==> src/rtl/ps2_kbd_rx.sv <==
// rtl/ps2_kbd_rx.sv - PS/2 keyboard frame receiver with E0/F0 prefix decode (optional ps2_clk glitch filter: PS2_RX_FILTER_EN)
module ps2_kbd_rx #(
    parameter int TIMEOUT    = 20000,
    parameter int FILTER_LEN = 8
) (
    input  logic       clk_sys,
    input  logic       reset,
    input  logic       ps2_clk,
    input  logic       ps2_data,
    output logic [7:0] rx_byte,
    output logic       rx_valid,
    output logic       key_strobe,
    output logic [7:0] key_code,
    output logic       key_pressed,
    output logic       key_extended,
    output logic       parity_err,
    output logic       frame_err
);

    localparam int WD_W = $clog2(TIMEOUT + 1);

    typedef enum logic [1:0] {
        S_IDLE,
        S_DATA,
        S_PARITY,
        S_STOP
    } state_t;

    logic            clk_s1, clk_s2;
    logic            dat_s1, dat_s2;
    logic            clk_line;
    logic            clk_prev;
    logic            fall;
    state_t          state;
    logic [7:0]      shift;
    logic [2:0]      bit_cnt;
    logic            par_bit;
    logic [WD_W-1:0] wd_cnt;
    logic            ext_flag;
    logic            rel_flag;

    // Two-stage synchronisers; the clock line resets to its idle-high level
    // so that leaving reset never looks like a falling edge.
    always_ff @(posedge clk_sys or posedge reset) begin
        if (reset) begin
            clk_s1 <= 1'b1;
            clk_s2 <= 1'b1;
            dat_s1 <= 1'b1;
            dat_s2 <= 1'b1;
        end else begin
            clk_s1 <= ps2_clk;
            clk_s2 <= clk_s1;
            dat_s1 <= ps2_data;
            dat_s2 <= dat_s1;
        end
    end

`ifdef PS2_RX_FILTER_EN
    localparam int FC_W = $clog2(FILTER_LEN + 1);

    logic [FC_W-1:0] filt_cnt;
    logic            clk_filt;

    // Glitch filter: the filtered level follows only after FILTER_LEN
    // consecutive samples that differ from it.
    always_ff @(posedge clk_sys or posedge reset) begin
        if (reset) begin
            filt_cnt <= '0;
            clk_filt <= 1'b1;
        end else if (clk_s2 == clk_filt) begin
            filt_cnt <= '0;
        end else if (filt_cnt == FC_W'(FILTER_LEN - 1)) begin
            filt_cnt <= '0;
            clk_filt <= clk_s2;
        end else begin
            filt_cnt <= filt_cnt + 1'b1;
        end
    end

    assign clk_line = clk_filt;
`else
    assign clk_line = clk_s2;
`endif

    // Previous clock level, used to spot a 1 -> 0 transition.
    always_ff @(posedge clk_sys or posedge reset) begin
        if (reset) begin
            clk_prev <= 1'b1;
        end else begin
            clk_prev <= clk_line;
        end
    end

    assign fall = clk_prev & ~clk_line;

    // Frame receiver FSM with watchdog; result pulses are registered so they
    // appear the cycle after the stop edge.
    always_ff @(posedge clk_sys or posedge reset) begin
        if (reset) begin
            state      <= S_IDLE;
            shift      <= 8'h00;
            bit_cnt    <= 3'd0;
            par_bit    <= 1'b0;
            wd_cnt     <= '0;
            rx_byte    <= 8'h00;
            rx_valid   <= 1'b0;
            parity_err <= 1'b0;
            frame_err  <= 1'b0;
        end else begin
            rx_valid   <= 1'b0;
            parity_err <= 1'b0;
            frame_err  <= 1'b0;

            if (fall) begin
                wd_cnt <= '0;
                case (state)
                    S_IDLE: begin
                        if (!dat_s2) begin
                            shift   <= 8'h00;
                            bit_cnt <= 3'd0;
                            state   <= S_DATA;
                        end
                    end
                    S_DATA: begin
                        shift   <= {dat_s2, shift[7:1]};
                        bit_cnt <= bit_cnt + 3'd1;
                        if (bit_cnt == 3'd7) begin
                            state <= S_PARITY;
                        end
                    end
                    S_PARITY: begin
                        par_bit <= dat_s2;
                        state   <= S_STOP;
                    end
                    S_STOP: begin
                        state <= S_IDLE;
                        if (!dat_s2) begin
                            frame_err <= 1'b1;
                        end else if (!(^{shift, par_bit})) begin
                            parity_err <= 1'b1;
                        end else begin
                            rx_byte  <= shift;
                            rx_valid <= 1'b1;
                        end
                    end
                    default: state <= S_IDLE;
                endcase
            end else if (state != S_IDLE) begin
                if (wd_cnt == WD_W'(TIMEOUT)) begin
                    state     <= S_IDLE;
                    frame_err <= 1'b1;
                end else begin
                    wd_cnt <= wd_cnt + 1'b1;
                end
            end
        end
    end

    // Prefix decode: E0/F0 arm flags, any other byte emits a key event.
    // Errors drop pending prefixes so they never attach to a later key.
    always_ff @(posedge clk_sys or posedge reset) begin
        if (reset) begin
            ext_flag     <= 1'b0;
            rel_flag     <= 1'b0;
            key_strobe   <= 1'b0;
            key_code     <= 8'h00;
            key_pressed  <= 1'b0;
            key_extended <= 1'b0;
        end else begin
            key_strobe <= 1'b0;
            if (parity_err || frame_err) begin
                ext_flag <= 1'b0;
                rel_flag <= 1'b0;
            end else if (rx_valid) begin
                if (rx_byte == 8'hE0) begin
                    ext_flag <= 1'b1;
                end else if (rx_byte == 8'hF0) begin
                    rel_flag <= 1'b1;
                end else begin
                    key_code     <= rx_byte;
                    key_pressed  <= ~rel_flag;
                    key_extended <= ext_flag;
                    key_strobe   <= 1'b1;
                    ext_flag     <= 1'b0;
                    rel_flag     <= 1'b0;
                end
            end
        end
    end

endmodule

==> config.mk <==
export PLATFORM = sky130hd
export DESIGN_NAME = ps2_kbd_rx
export DESIGN_NICKNAME = d
export VERILOG_FILES = /design/src/rtl/ps2_kbd_rx.sv
export SDC_FILE = /design/constraint.sdc
export NUM_CORES = 1
export LEC_CHECK = 0
export CAP_MARGIN = 20
export CORE_ASPECT_RATIO = 0.9
export CORE_MARGIN = 5
export CORE_UTILIZATION = 53
export CTS_BUF_LIST = sky130_fd_sc_hd__clkbuf_4
export DETAILED_ROUTE_END_ITERATION = 8
export PLACE_DENSITY = 0.78
export SYNTH_ARGS = -nofsm -noshare
export SYNTH_HDL_FRONTEND = slang
export SYNTH_SLANG_ARGS = --single-unit
export TNS_END_PERCENT = 20
==> constraint.sdc <==
create_clock -name clk_sys -period 1.8 [get_ports clk_sys]
set_input_delay 0.36 -clock clk_sys [delete_from_list [all_inputs] [get_ports clk_sys]]
set_output_delay 0.36 -clock clk_sys [all_outputs]
set_load 0.02 [all_outputs]
==> metrics, run 1 <==
Period Utilization, post-route=1.02; flop2flop setup slack=-40 ps; layout cell share with drive strength beyond 1=0.259; vias=between 1.5k and 2k; failing checks=setup timing; placed wire-length estimate=~3.2 mm; post-synthesis area per instance=about 12 sq um; post-synth cell types=37; Synth Instances=between 200 and 250; RSZ-0062 raised after global routing=true; number of H-tree levels=3; IO Count=26; YS warnings=0; Max Slew Vio Count=0; # placed instances=between 300 and 400; Hold Violations, Final=0; Setup Skew=16.9 ps; DIE AREA=~6300 sq um; CTS Buffer Depth=2; number of synthesized register bits=a little under 60; Clock Sinks=58; vias in the first global route=around 1.7k; max cap viols=0; Critical Path AT=approximately 2200 ps; Detailed Route WL=4.93 mm; CTS tree=built; register area share after synthesis=0.567; PnR worst setup slack=-43.9 ps; Core Area=between 4000 and 5000 sq um; GP Congestion=a little under 0.8; worst-margin pin slew=between 300 and 400 ps; Initial Utilization=0.538; Routed wire per std cell=about 15 um; Setup Viol. Count Final=7; hold slack=between 300 and 400 ps; FILL cells=approximately 360; grt total ovfl=0; CTS clk-pin slew, worst paths=roughly 100 ps; Power Density=~1300 nW/um^2; vias per inst=about 5.3; nets@finish=277; WS Path Type=flip-flop to flip-flop; Critical Path RT=~2100 ps; chip height=~76 um; fmax=542 MHz; Rel. slew slack=0.755; status=complete, but fails checks; Antenna diodes=0; Max IR drop VDD=between 700 and 800 uV; commonest non-fill, non-tap cell in the layout=dfrtp_1; startpoint types=flip-flop; Final ANT Viol Nets=0; initial antenna violation count=0; cts bufs inserted=9; area grow syn2layout=27.2%; finished layout cell area=around 3300 sq um; Residual DRC=0; post-route minimum period=roughly 1800 ps; most frequent cells in the layout=dfrtp_1, nor2_1, buf_4, clkdlybuf4s50_1, mux2_2; row count=24; Final Non-Filler Cells=335; DRT iter0 DRCs=between 100 and 150; crit path max fanout=8; syn_nets=~230; Pre-Repair DR Iteration Count=4; crit end category=flip-flop; Worst-Skew Late Latency=between 400 and 500 ps; placed cell area=approximately 3000 sq um; worst min path class=input port to async pin; Final Core Density=0.684; clock root cell=clkbuf_4; Tot GR Track Use=0.166; Mapped Area=2570 sq um; I/O Buffers=25; Leakage=about 1.6 nW; largest net degree at the start of global routing=between 50 and 60; Die Width=83.4 um; first-pass GRT wire length=roughly 8.3 mm
==> worst paths after layout <==
path,start,endpoint,cells past startpoint
setup reg to reg,shift[5],rx_byte[5],6
min in group clk_sys,ps2_data,dat_s1,1
max in group asynchronous,reset,clk_s1,3
hold / removal,reset,rx_byte[5],3
setup / recovery,shift[5],rx_byte[5],6
hold reg to reg,dat_s1,dat_s2,0
==> critical path, cell delays in order, from the launching register on <==
cell and delay (ps):
dfrtp_1 410, xnor2_1 150, xnor2_1 240, xnor2_2 190, mux2i_4 290, buf_12 150, mux2_2 320
==> layout make-up <==
class	count	area, sq um	share of cell area
Multi-Input combinational cell	139	1100	0.337
Inverter	12	48.8	0.0149
Clock inverter	4	42.5	0.0130
Timing Repair Buffer	45	447	0.137
Clock buffer	12	90.1	0.0276
Sequential cell	58	1460	0.446
Tap cell	65	81.3	0.0249
==> timing repair <==
| item | in CTS | in global routing |
|---|---|---|
| resized for setup | 15 | 12 |
| endpoints found under the setup margin | 17 | 34 |
| setup buffers | 2 | 1 |
| hold buffers | 0 | 0 |
| pin swaps | 3 | 3 |
| cloned | 0 | 0 |
==> power by group <==
part | internal, mW | leakage (nW) | total (mW) | switching [mW]
registers | 1.54 | 0.767 | 1.73 | 0.188
clock network | 0.460 | 0.0764 | 0.900 | 0.440
logic | 0.880 | 0.770 | 1.68 | 0.796
total | 2.88 | 1.61 | 4.30 | 1.42
==> state kept, by name, summed over array words and instances, names as in the netlist <==
name and cells:
key_strobe 1, wd_cnt 15, dat_s1 1, bit_cnt 3, ext_flag 1, dat_s2 1, shift 8, par_bit 1
state 2, key_extended 1, clk_line 1, clk_prev 1, parity_err 1, rx_byte 8, rel_flag 1, frame_err 1
rx_valid 1, key_code 8, clk_s1 1, key_pressed 1
==> metrics by stage <==
step | worst slack [ps] | total power [mW] | TNS (ps)
2_1_floorplan | -46.2 | 2.72 | -323
3_3_place_gp | -59.5 | 3.21 | -410
3_5_place_dp | -90.0 | 3.27 | -622
4_1_cts | -55.4 | 4.26 | -333
5_1_grt | -94.9 | 4.56 | -600
6_report | -43.9 | 4.30 | -249
==> routing by layer <==
metal / vias up / track usage / wire, um / part of all wire
li1: 866 / - / - / -
met1: 868 / 0.214 / 2170 / 0.44
met2: 42 / 0.256 / 2420 / 0.49
met3: 10 / 0.0681 / 275 / 0.056
met4: 0 / 0.0539 / 65 / 0.013
met5: - / 0 / 0 / 0
==> synth_stat cells, drive strengths merged <==
master  count  area [sq um]
o41ai       2          17.5
a21oi       8          40.0
nor2       20          75.1
nor2b       1          6.26
nor4bb      1          10.0
o211a       1          10.0
mux2       17           191
nand2      13          48.8
and3        2          12.5
nand3b      1          7.51
o22ai       2          12.5
o31ai       1          7.51
mux2i       2          32.5
xnor2      11           104
and2        3          18.8
o32ai       1          8.76
o211ai      1          7.51
nor3        1          5.00
dfstp       5           131
nor4b       2          17.5
nand4b      1          8.76
buf         1          5.00
ha          8           100
and4b       1          10.0
a22o       10          87.6
clkinv      1          3.75
nand3       2          10.0
dfrtp      53          1330
o21ai       7          35.0
xor2        9          78.8
inv        11          41.3
a41oi       1          8.76
nand4       7          43.8
clkbuf      7          26.3
or3         3          18.8
==> logic make-up (layout without fill, tap and decap cells) <==
group | after synthesis | in the layout | synth area share
compound gates | 34 | 34 | 0.0916
simple gates | 58 | 58 | 0.114
buf+inv | 20 | 73 | 0.0297
mux | 19 | 19 | 0.0872
flops | 58 | 58 | 0.567
fa+ha+maj | 8 | 8 | 0.0390
xor+xnor | 20 | 20 | 0.0711
Note: power is estimated with default switching activity, not from simulation.
==> run 2, diff against run 1 <==
--- a/config.mk
+++ b/config.mk
@@ -12,6 +12,7 @@
 export CTS_BUF_LIST = sky130_fd_sc_hd__clkbuf_4
 export DETAILED_ROUTE_END_ITERATION = 8
 export PLACE_DENSITY = 0.78
+export SETUP_SLACK_MARGIN = 0.3
 export SYNTH_ARGS = -nofsm -noshare
 export SYNTH_HDL_FRONTEND = slang
 export SYNTH_SLANG_ARGS = --single-unit
==> metrics, run 2 (same netlist as run 1, synthesis figures left out) <==
status=complete, but fails checks; failing checks=setup timing; slowest stage cell, crit path=dfrtp_1; vias=2044 (+14%); Critical Path AT=2180 ps (+30 ps); Hold Violations, Final=0 (unchanged); fmax=529 MHz (-2.4%); Max Slew Vio Count=0 (unchanged); Worst-Skew Late Latency=400 ps (about the same); flop2flop setup slack=-90 ps (-40 ps); Power Density=1390 nW/um^2 (+5.7%); max FFs per register=15 (unchanged); Pre-Repair DR Iteration Count=4 (unchanged); WS Path Type=flip-flop to flip-flop; startpoint types=flip-flop; CTS clk-pin slew, worst paths=110 ps (about the same); Die Width=83.4 um (unchanged); chip height=76.0 um (unchanged); worst-margin pin slew=401 ps (+32.9 ps); Setup Skew=18.9 ps (+1.98 ps); grt total ovfl=0 (unchanged); DIE AREA=6340 sq um (unchanged); finished layout cell area=3670 sq um (+12%); Core Area=4770 sq um (unchanged); clock root cell=clkbuf_4; Final Core Density=0.769 (+0.0849); Antenna diodes=0 (unchanged); most frequent cells in the layout=dfrtp_1, buf_4, nor2_1, mux2_4, dlymetal6s2s_1; max cap viols=0 (unchanged); DRT iter0 DRCs=172 (+39%); Max IR drop VDD=837 uV (+14%); Detailed Route WL=6.60 mm (+34%); total chip power=5.11 mW (+19%); cell family contributing the most delay on the critical path=multiplexers; area grow syn2layout=43.0%; cts bufs inserted=9 (unchanged); Reg with most FFs=wd_cnt; nets@finish=297 (+7.2%); I/O Buffers=25 (unchanged); Final ANT Viol Nets=0 (unchanged); placed cell area=3070 sq um (+1.1%); crit path max fanout=8 (unchanged); Period Utilization, post-route=1.05 (+0.0250); crit end category=flip-flop; Setup Viol. Count Final=8 (+1); post-route minimum period=1890 ps (+44.9 ps); Routed wire per std cell=18.6 um (+26%); vias per inst=5.76 (+8.0%); row count=24 (unchanged); initial antenna violation count=0 (unchanged); largest net degree at the start of global routing=30 (-49%); first-pass GRT wire length=9.62 mm (+15%); IO Count=26 (unchanged); Clock Sinks=58 (unchanged); CP Cell Sequence=xnor2_2, xnor2_2, xnor2_2, mux2i_4, buf_12, mux2_4; PnR worst setup slack=-88.9 ps (-44.9 ps); Leakage=1.90 nW (+18%); layout cell share with drive strength beyond 1=0.459 (+0.199); GP Congestion=0.757 (-1.7%); placed wire-length estimate=3.39 mm (+6.3%); vias in the first global route=1958 (+14%); Residual DRC=0 (unchanged); worst min path class=input port to async pin; CTS tree=built; RSZ-0062 raised after global routing=true; Tot GR Track Use=0.195 (+0.0284); CTS Buffer Depth=2 (unchanged); Crit path top cell by count=xnor2_2; Critical Path RT=2090 ps (about the same); WP buf/inv=1 (unchanged); commonest non-fill, non-tap cell in the layout=dfrtp_1; CP max stage delay=450 ps (+40 ps); Initial Utilization=0.538 (unchanged); Rel. slew slack=0.729 (-0.0257); number of H-tree levels=3 (unchanged)
-- run 2: changes by cell type in the layout (fill, tap and decap cells not counted), sizes merged --
| cell | before | now |
|---|---|---|
| bufinv | 1 | 2 |
| clkdlybuf4s50 | 14 | 3 |
| clkbuf | 12 | 11 |
| buf | 20 | 50 |
| dlymetal6s2s | 4 | 11 |
| dlygate4sd2 | 7 | 0 |
| clkinvlp | 1 | 2 |
-- run 2: area by class of cell --
class / instances / area [sq um]
Tap cell: 65 / 81.3
Fill cell: 261 / 1100
Sequential cell: 58 / 1460
Inverter: 12 / 53.8
Clock inverter: 6 / 81.3
Multi-Input combinational cell: 139 / 1310
Timing Repair Buffer: 65 / 611
Clock buffer: 10 / 75.1
-- run 2: repair_timing --
| item | CTS | global route |
|---|---|---|
| pin swaps | 7 | 40 |
| buffers inserted | 13 | 6 |
| setup endpoints to repair | 67 | 71 |
| resized for setup | 50 | 87 |
| hold buffers | 0 | 0 |
-- run 2: worst paths after layout --
path / start / endpoint / depth (start not counted)
max in group asynchronous: reset / shift[5] / 3
min: reset / wd_cnt[6] / 2
min in group clk_sys: dat_s1 / dat_s2 / 0
min reg2reg: dat_s1 / dat_s2 / 0
max: shift[3] / rx_byte[6] / 6
max reg2reg: shift[3] / rx_byte[6] / 6
-- run 2: routing by layer --
layer | vias to the layer above | wire length (um) | GRT usage
li1 | 898 | - | -
met1 | 1052 | 2740 | 0.241
met2 | 80 | 3410 | 0.320
met3 | 14 | 334 | 0.0670
met4 | 0 | 119 | 0.0637
met5 | - | 0 | 0
-- run 2: stage by stage --
| stage | setup WS [ps] | hold WS (ps) | setup TNS [ps] | std cells |
|---|---|---|---|---|
| 4_1_cts | -48.3 | 281 | -318 | 349 |
| 3_5_place_dp | -76.2 | 347 | -450 | 320 |
| 3_3_place_gp | -36.6 | 346 | -254 | 320 |
| 5_1_grt | -139 | 323 | -1000 | 355 |
| 6_report | -88.9 | 310 | -617 | 355 |
| 2_1_floorplan | -46.2 | 345 | -323 | 217 |
-- run 2: report_power, final --
| group | switching [mW] | internal [mW] |
|---|---|---|
| clock network | 0.479 | 0.570 |
| logic | 1.01 | 1.26 |
| registers | 0.244 | 1.54 |
